[config.mk]
export PLATFORM = sky130hd
export DESIGN_NAME = seg_bin_capture
export DESIGN_NICKNAME = d
export VERILOG_FILES = /design/src/rtl/seg_bin_capture.sv
export SDC_FILE = /design/constraint.sdc
export NUM_CORES = 1
export LEC_CHECK = 0
export CORE_ASPECT_RATIO = 1.4
export CORE_MARGIN = 2
export CORE_UTILIZATION = 30
export CTS_CLUSTER_DIAMETER = 200
export DETAILED_ROUTE_END_ITERATION = 7
export HOLD_SLACK_MARGIN = 0.05
export PLACE_DENSITY = 0.52
export SETUP_SLACK_MARGIN = 0.1
export SLEW_MARGIN = 20
export SYNTH_ARGS = -nofsm -noshare
export SYNTH_HDL_FRONTEND = slang
export SYNTH_SLANG_ARGS = --single-unit
[constraint.sdc]
create_clock -name clk -period 5.16 [get_ports clk]
set_clock_uncertainty 0.15 [all_clocks]
set_input_delay 0.774 -clock clk [delete_from_list [all_inputs] [get_ports clk]]
set_output_delay 0.774 -clock clk [all_outputs]
set_load 0.01 [all_outputs]
[src/rtl/seg_bin_capture.sv]
// Loopback checker for a multiplexed 7-segment bus: debounces each digit, decodes the
// active-low glyph back to hex and presents one DIGITS-wide word per frame on valid/ready.
module seg_bin_capture #(
    parameter int unsigned DIGITS        = 4,
    parameter int unsigned STABLE_CYCLES = 4
) (
    input  logic                  clk,
    input  logic                  rst_n,
    input  logic [6:0]            seg_in,
    input  logic [DIGITS-1:0]     dig_en,
    output logic [4*DIGITS-1:0]   out_data,
    output logic [DIGITS-1:0]     out_err,
    output logic                  out_valid,
    input  logic                  out_ready
);

    localparam int unsigned IW = DIGITS + 7;
    localparam int unsigned CW = $clog2(STABLE_CYCLES + 1);

    typedef enum logic {
        COLLECT,
        PRESENT
    } state_t;

    state_t                state_q;
    logic [IW-1:0]         in_q;
    logic [IW-1:0]         prev_q;
    logic [CW-1:0]         cnt_q;
    logic [CW-1:0]         cnt_d;
    logic                  blk_q;
    logic                  blk_d;
    logic [DIGITS-1:0]     mask_q;
    logic [4*DIGITS-1:0]   slot_data_q;
    logic [DIGITS-1:0]     slot_err_q;

    logic [DIGITS-1:0]     sel;
    logic                  same;
    logic                  onehot;
    logic                  handshake;
    logic                  cap;
    logic [4:0]            dec;
    logic [DIGITS-1:0]     wr_mask;
    logic [4*DIGITS-1:0]   wr_data;
    logic [DIGITS-1:0]     wr_err;

    // Returns {err, nibble}; unknown patterns decode to nibble 0 with err set.
    function automatic logic [4:0] seg_decode(input logic [6:0] s);
        logic [4:0] r;
        case (s)
            7'h40:   r = 5'h00;
            7'h79:   r = 5'h01;
            7'h24:   r = 5'h02;
            7'h30:   r = 5'h03;
            7'h19:   r = 5'h04;
            7'h12:   r = 5'h05;
            7'h02:   r = 5'h06;
            7'h78:   r = 5'h07;
            7'h00:   r = 5'h08;
            7'h10:   r = 5'h09;
            7'h08:   r = 5'h0A;
            7'h03:   r = 5'h0B;
            7'h46:   r = 5'h0C;
            7'h21:   r = 5'h0D;
            7'h06:   r = 5'h0E;
            7'h0E:   r = 5'h0F;
            default: r = 5'h10;
        endcase
        return r;
    endfunction

    assign sel       = in_q[IW-1:7];
    assign same      = (in_q == prev_q);
    assign onehot    = (sel != '0) && ((sel & (sel - 1'b1)) == '0);
    assign handshake = (state_q == PRESENT) && out_ready;
    assign dec       = seg_decode(in_q[6:0]);
    // The counter saturates, so this fires exactly once per stable period.
    assign cap       = same && (cnt_q == CW'(STABLE_CYCLES - 1)) && onehot && !blk_q;

    always_comb begin
        cnt_d = cnt_q;
        if (!same) begin
            cnt_d = CW'(1);
        end else if (cnt_q != CW'(STABLE_CYCLES)) begin
            cnt_d = cnt_q + CW'(1);
        end
    end

    // A stable period already running at the handshake stays blocked until the value changes.
    always_comb begin
        blk_d = blk_q;
        if (!same) begin
            blk_d = 1'b0;
        end else if (handshake) begin
            blk_d = 1'b1;
        end
    end

    always_comb begin
        wr_mask = mask_q | sel;
        wr_data = slot_data_q;
        wr_err  = slot_err_q;
        for (int unsigned i = 0; i < DIGITS; i++) begin
            if (sel[i]) begin
                wr_data[4*i +: 4] = dec[3:0];
                wr_err[i]         = dec[4];
            end
        end
    end

    always_ff @(posedge clk or negedge rst_n) begin
        if (!rst_n) begin
            state_q     <= COLLECT;
            in_q        <= '0;
            prev_q      <= '0;
            cnt_q       <= '0;
            blk_q       <= 1'b0;
            mask_q      <= '0;
            slot_data_q <= '0;
            slot_err_q  <= '0;
            out_data    <= '0;
            out_err     <= '0;
            out_valid   <= 1'b0;
        end else begin
            in_q   <= {dig_en, seg_in};
            prev_q <= in_q;
            cnt_q  <= cnt_d;
            blk_q  <= blk_d;
            case (state_q)
                COLLECT: begin
                    if (cap) begin
                        slot_data_q <= wr_data;
                        slot_err_q  <= wr_err;
                        mask_q      <= wr_mask;
                        if (&wr_mask) begin
                            out_data  <= wr_data;
                            out_err   <= wr_err;
                            out_valid <= 1'b1;
                            state_q   <= PRESENT;
                        end
                    end
                end
                PRESENT: begin
                    if (out_ready) begin
                        out_valid <= 1'b0;
                        mask_q    <= '0;
                        state_q   <= COLLECT;
                    end
                end
                default: state_q <= COLLECT;
            endcase
        end
    end

endmodule

==> flow_summary.yaml <==
synth:
  netlist_top_cells_area: "dfrtp_1 53%, mux2_2 5.3%, mux2_1 4.0%, xnor2_1 3.4%, a21oi_1 2.7%"
  synth_top_family_by_area: "simple AND/OR/NAND/NOR gates"
  netlist_area_sq_um: 3380
  synthTopCellsByCount: "72 x dfrtp_1, 22 x nor2_1, 18 x a21oi_1"
  synth_seq_area_share: 0.533
  synthesis.instances: 300
  synthSimpleGateAreaFrac: 0.161
  synth_top_area_frac: 0.533
  synthMuxAreaShare: 0.117
  synth_edf_count: 0
  yosysMostFrequentCell: "dfrtp_1"
  synth_adder_area_share: 0.0111
  ys_warn_count: 0
  synth_fp_nets: 317
  synth_cell_types: 54
  synthXorXnorAreaFrac: 0.0337
  async_flop_share: 1.00
  synth-compound-area-share: 0.100
  postSynthAreaPerCell_sq_um: 11.3
  ys_ff_latch: 72
  synth_top_flop_cell: "dfrtp_1"
  synth_top_cell_by_area: "dfrtp_1"
clock_tree:
  cts_resized: 0
  cts-root-buf: "clkbuf_16"
  clock_latency_ns: 0.33
  htreeDepth: 3
  cts_tree: "yes"
  postCtsSetupBuffers: 0
  cts_buffers: 9
  clock_sinks: 72
  clk_pin_slew_worst_paths_ns: 0.06
  clk_path_buf_depth: 2
  cts_hold_buffers: 0
critical_path:
  cp.buffers_inverters: 0
  end_kind: "flop"
  worstSetupPathType: "flop to flop"
  slowest_delay_ns: 0.74
  crit_fanout: 18
  critPathLaunchType: "flop"
  cp_top_family: "simple AND/OR/NAND/NOR gates"
  path_cells: "xnor2_1, nand4_1, nor3_2, nand4_2, mux2_2"
  arrival_ns: 3.05
  critPathRequiredTime_ns: 5.22
  r2r_slack_ns: 2.17
  rr_worst_depth: 5
  reg2reg_to: "out_data[3]"
  r2r_start: "in_q[7]"
  timing.critical_path.slowest_stage_cell: "dfrtp_1"
placement:
  dp.cells: 456
  gp_congestion: 0.768
  place_ws_ns: 2.14
  dpl.hpwl_um: 5180
  portBuffers: 34
min_path:
  hp-class: "flop to flop"
  min_delay_worst_endpoint: "mask_q[3]"
  hold_path_depth: 2
  min-delay-start: "mask_q[3]"
final_layout:
  final_cells: 472
  drive_above_1_share: 0.148
  seq_area_sq_um: 1800
  nNetsFinal: 343
  fillers: 1085
  antenna_cells: 0
  syn_to_final_growth_pct: 21.9
  multi_input_area_sq_um: 1430
sta:
  finalHoldViolations: 0
  clock.fmax_mhz: 335
  setup_tns_ns: 0
  slew-limit-headroom: 0.312
  fin_crit_sh: 0.579
  setup_slack_ns: 2.17
  grt_setup_unrepaired: "no"
  hold_slack_ns: 0.316
  period_needed_ns: 2.99
  worst_slew_pin_slew_ns: 1.02
  setup_violations: 0
  drv_slew: 0
global_route:
  antenna_found_initial: 0
  track_usage: 0.140
  grt_pass1_wl_um: 12900
  overflow: 0
  grt_max_degree: 73
  grt_pass1_vias: 2505
die:
  die_x_um: 93.7
  dieArea_sq_um: 12100
  core_sq_um: 10900
  rows: 45
  initial_core_util: 0.309
  die_h_um: 130
  io_pins: 35
power:
  p_sw_mw: 0.304
  ir_drop_mv: 0.134
  p_clk_frac: 0.488
  p_per_area_nw_per_um2: 320
  combPwrFrac: 0.055
  p_leak_nw: 1.85
  p_int_mw: 1.01
  total_power_mw: 1.32
  swShare: 0.231
  p_seq_frac: 0.457
route:
  drt-vias-per-instance: 4.95
  drt_wl_total_um: 7720
  ant_nets: 0
  drt_iter0_drc: 134
  post-route-drc-count: 0
  route.detailed.wl_per_inst_um: 16.3
  vias: 2337
  dr.pass1.iters: 4
job:
  cap_violations: 0
status:
  status: "finished, final reports clean"
==> stage by stage <==
stage | util | area [sq um]
6_report | 0.377 | 4120
5_1_grt | 0.377 | 4120
4_1_cts | 0.377 | 4120
3_5_place_dp | 0.348 | 3800
3_3_place_gp | 0.348 | 3800
2_1_floorplan | - | 3380
==> placed cells by master, fill, tap and decap left out, types with 3 or more instances in the layout <==
| master | synthesis | routed |
|---|---|---|
| nand2_1 | 17 | 17 |
| a31oi_1 | 5 | 5 |
| nand2b_1 | 5 | 5 |
| o22ai_1 | 3 | 3 |
| nand4_1 | 7 | 7 |
| nor2_1 | 22 | 22 |
| mux2i_1 | 8 | 8 |
| ha_1 | 3 | 3 |
| dfrtp_1 | 72 | 72 |
| mux2_2 | 16 | 16 |
| nor4_1 | 5 | 5 |
| clkdlybuf4s50_1 | 0 | 33 |
| a41oi_1 | 4 | 4 |
| inv_1 | 15 | 15 |
| a21oi_1 | 18 | 18 |
| nand3_1 | 6 | 6 |
| mux2_1 | 12 | 12 |
| nand2_2 | 4 | 4 |
| and3_1 | 3 | 3 |
| xnor2_1 | 13 | 13 |
| or4b_2 | 3 | 3 |
| clkbuf_16 | 0 | 9 |
==> worst register-to-register path, delay by kind of cell, from the launching register on <==
family        cells  cell delay, ns
xor+xnor          1            0.19
flops             1            0.74
mux               1            0.52
simple gates      3            1.29
==> cell type report <==
cell class,instances,area share
Clock inverter,5,0.0155
Tap cell,141,0.0428
Timing Repair Buffer,34,0.0820
Sequential cell,72,0.438
Inverter,15,0.0137
Multi-Input combinational cell,194,0.347
Clock buffer,11,0.0614
==> cells by family (layout without fill, tap and decap cells) <==
kind of cell,after synthesis,in the layout
simple gates,95,95
xor+xnor,13,13
mux,36,36
buf+inv,34,65
flops,72,72
compound gates,47,47
fa+ha+maj,3,3
==> power by group through the flow <==
stage | logic (mW) | clock network (mW) | registers [mW]
finish | 0.0727 | 0.643 | 0.601
global route | 0.0817 | 0.690 | 0.604
CTS | 0.0746 | 0.662 | 0.602
detailed placement | 0.0743 | 0 | 0.612
global placement | 0.0741 | 0 | 0.611
floorplan | 0.0563 | 0 | 0.594
==> routing by layer <==
layer,wire length [um],part of all wire,global-route usage,vias up
met5,0,0,0,-
met4,191,0.025,0.0699,0
met3,179,0.023,0.0273,13
met2,3890,0.50,0.232,34
met1,3460,0.45,0.172,1164
li1,-,-,-,1126
==> worst max-delay path by stage <==
stage                        start              to  slack (ns)  depth (start not counted)
after floorplan           cnt_q[0]  slot_data_q[0]        2.82                          7
after global placement     in_q[7]    out_data[12]        2.24                          5
after detailed placement   in_q[7]     out_data[3]        2.14                          5
after CTS                  in_q[7]     out_data[3]        2.11                          5
after global routing       in_q[7]     out_data[3]        1.94                          5
final                      in_q[7]     out_data[3]        2.17                          5
==> state kept, by name, summed over array words and instances, names as in the netlist <==
signal,flops
cnt_q,3
prev_q,11
slot_data_q,16
out_valid,1
state_q,1
slot_err_q,4
mask_q,4
in_q,11
out_err,4
out_data,16
blk_q,1
(Power assumes the default switching activity.)
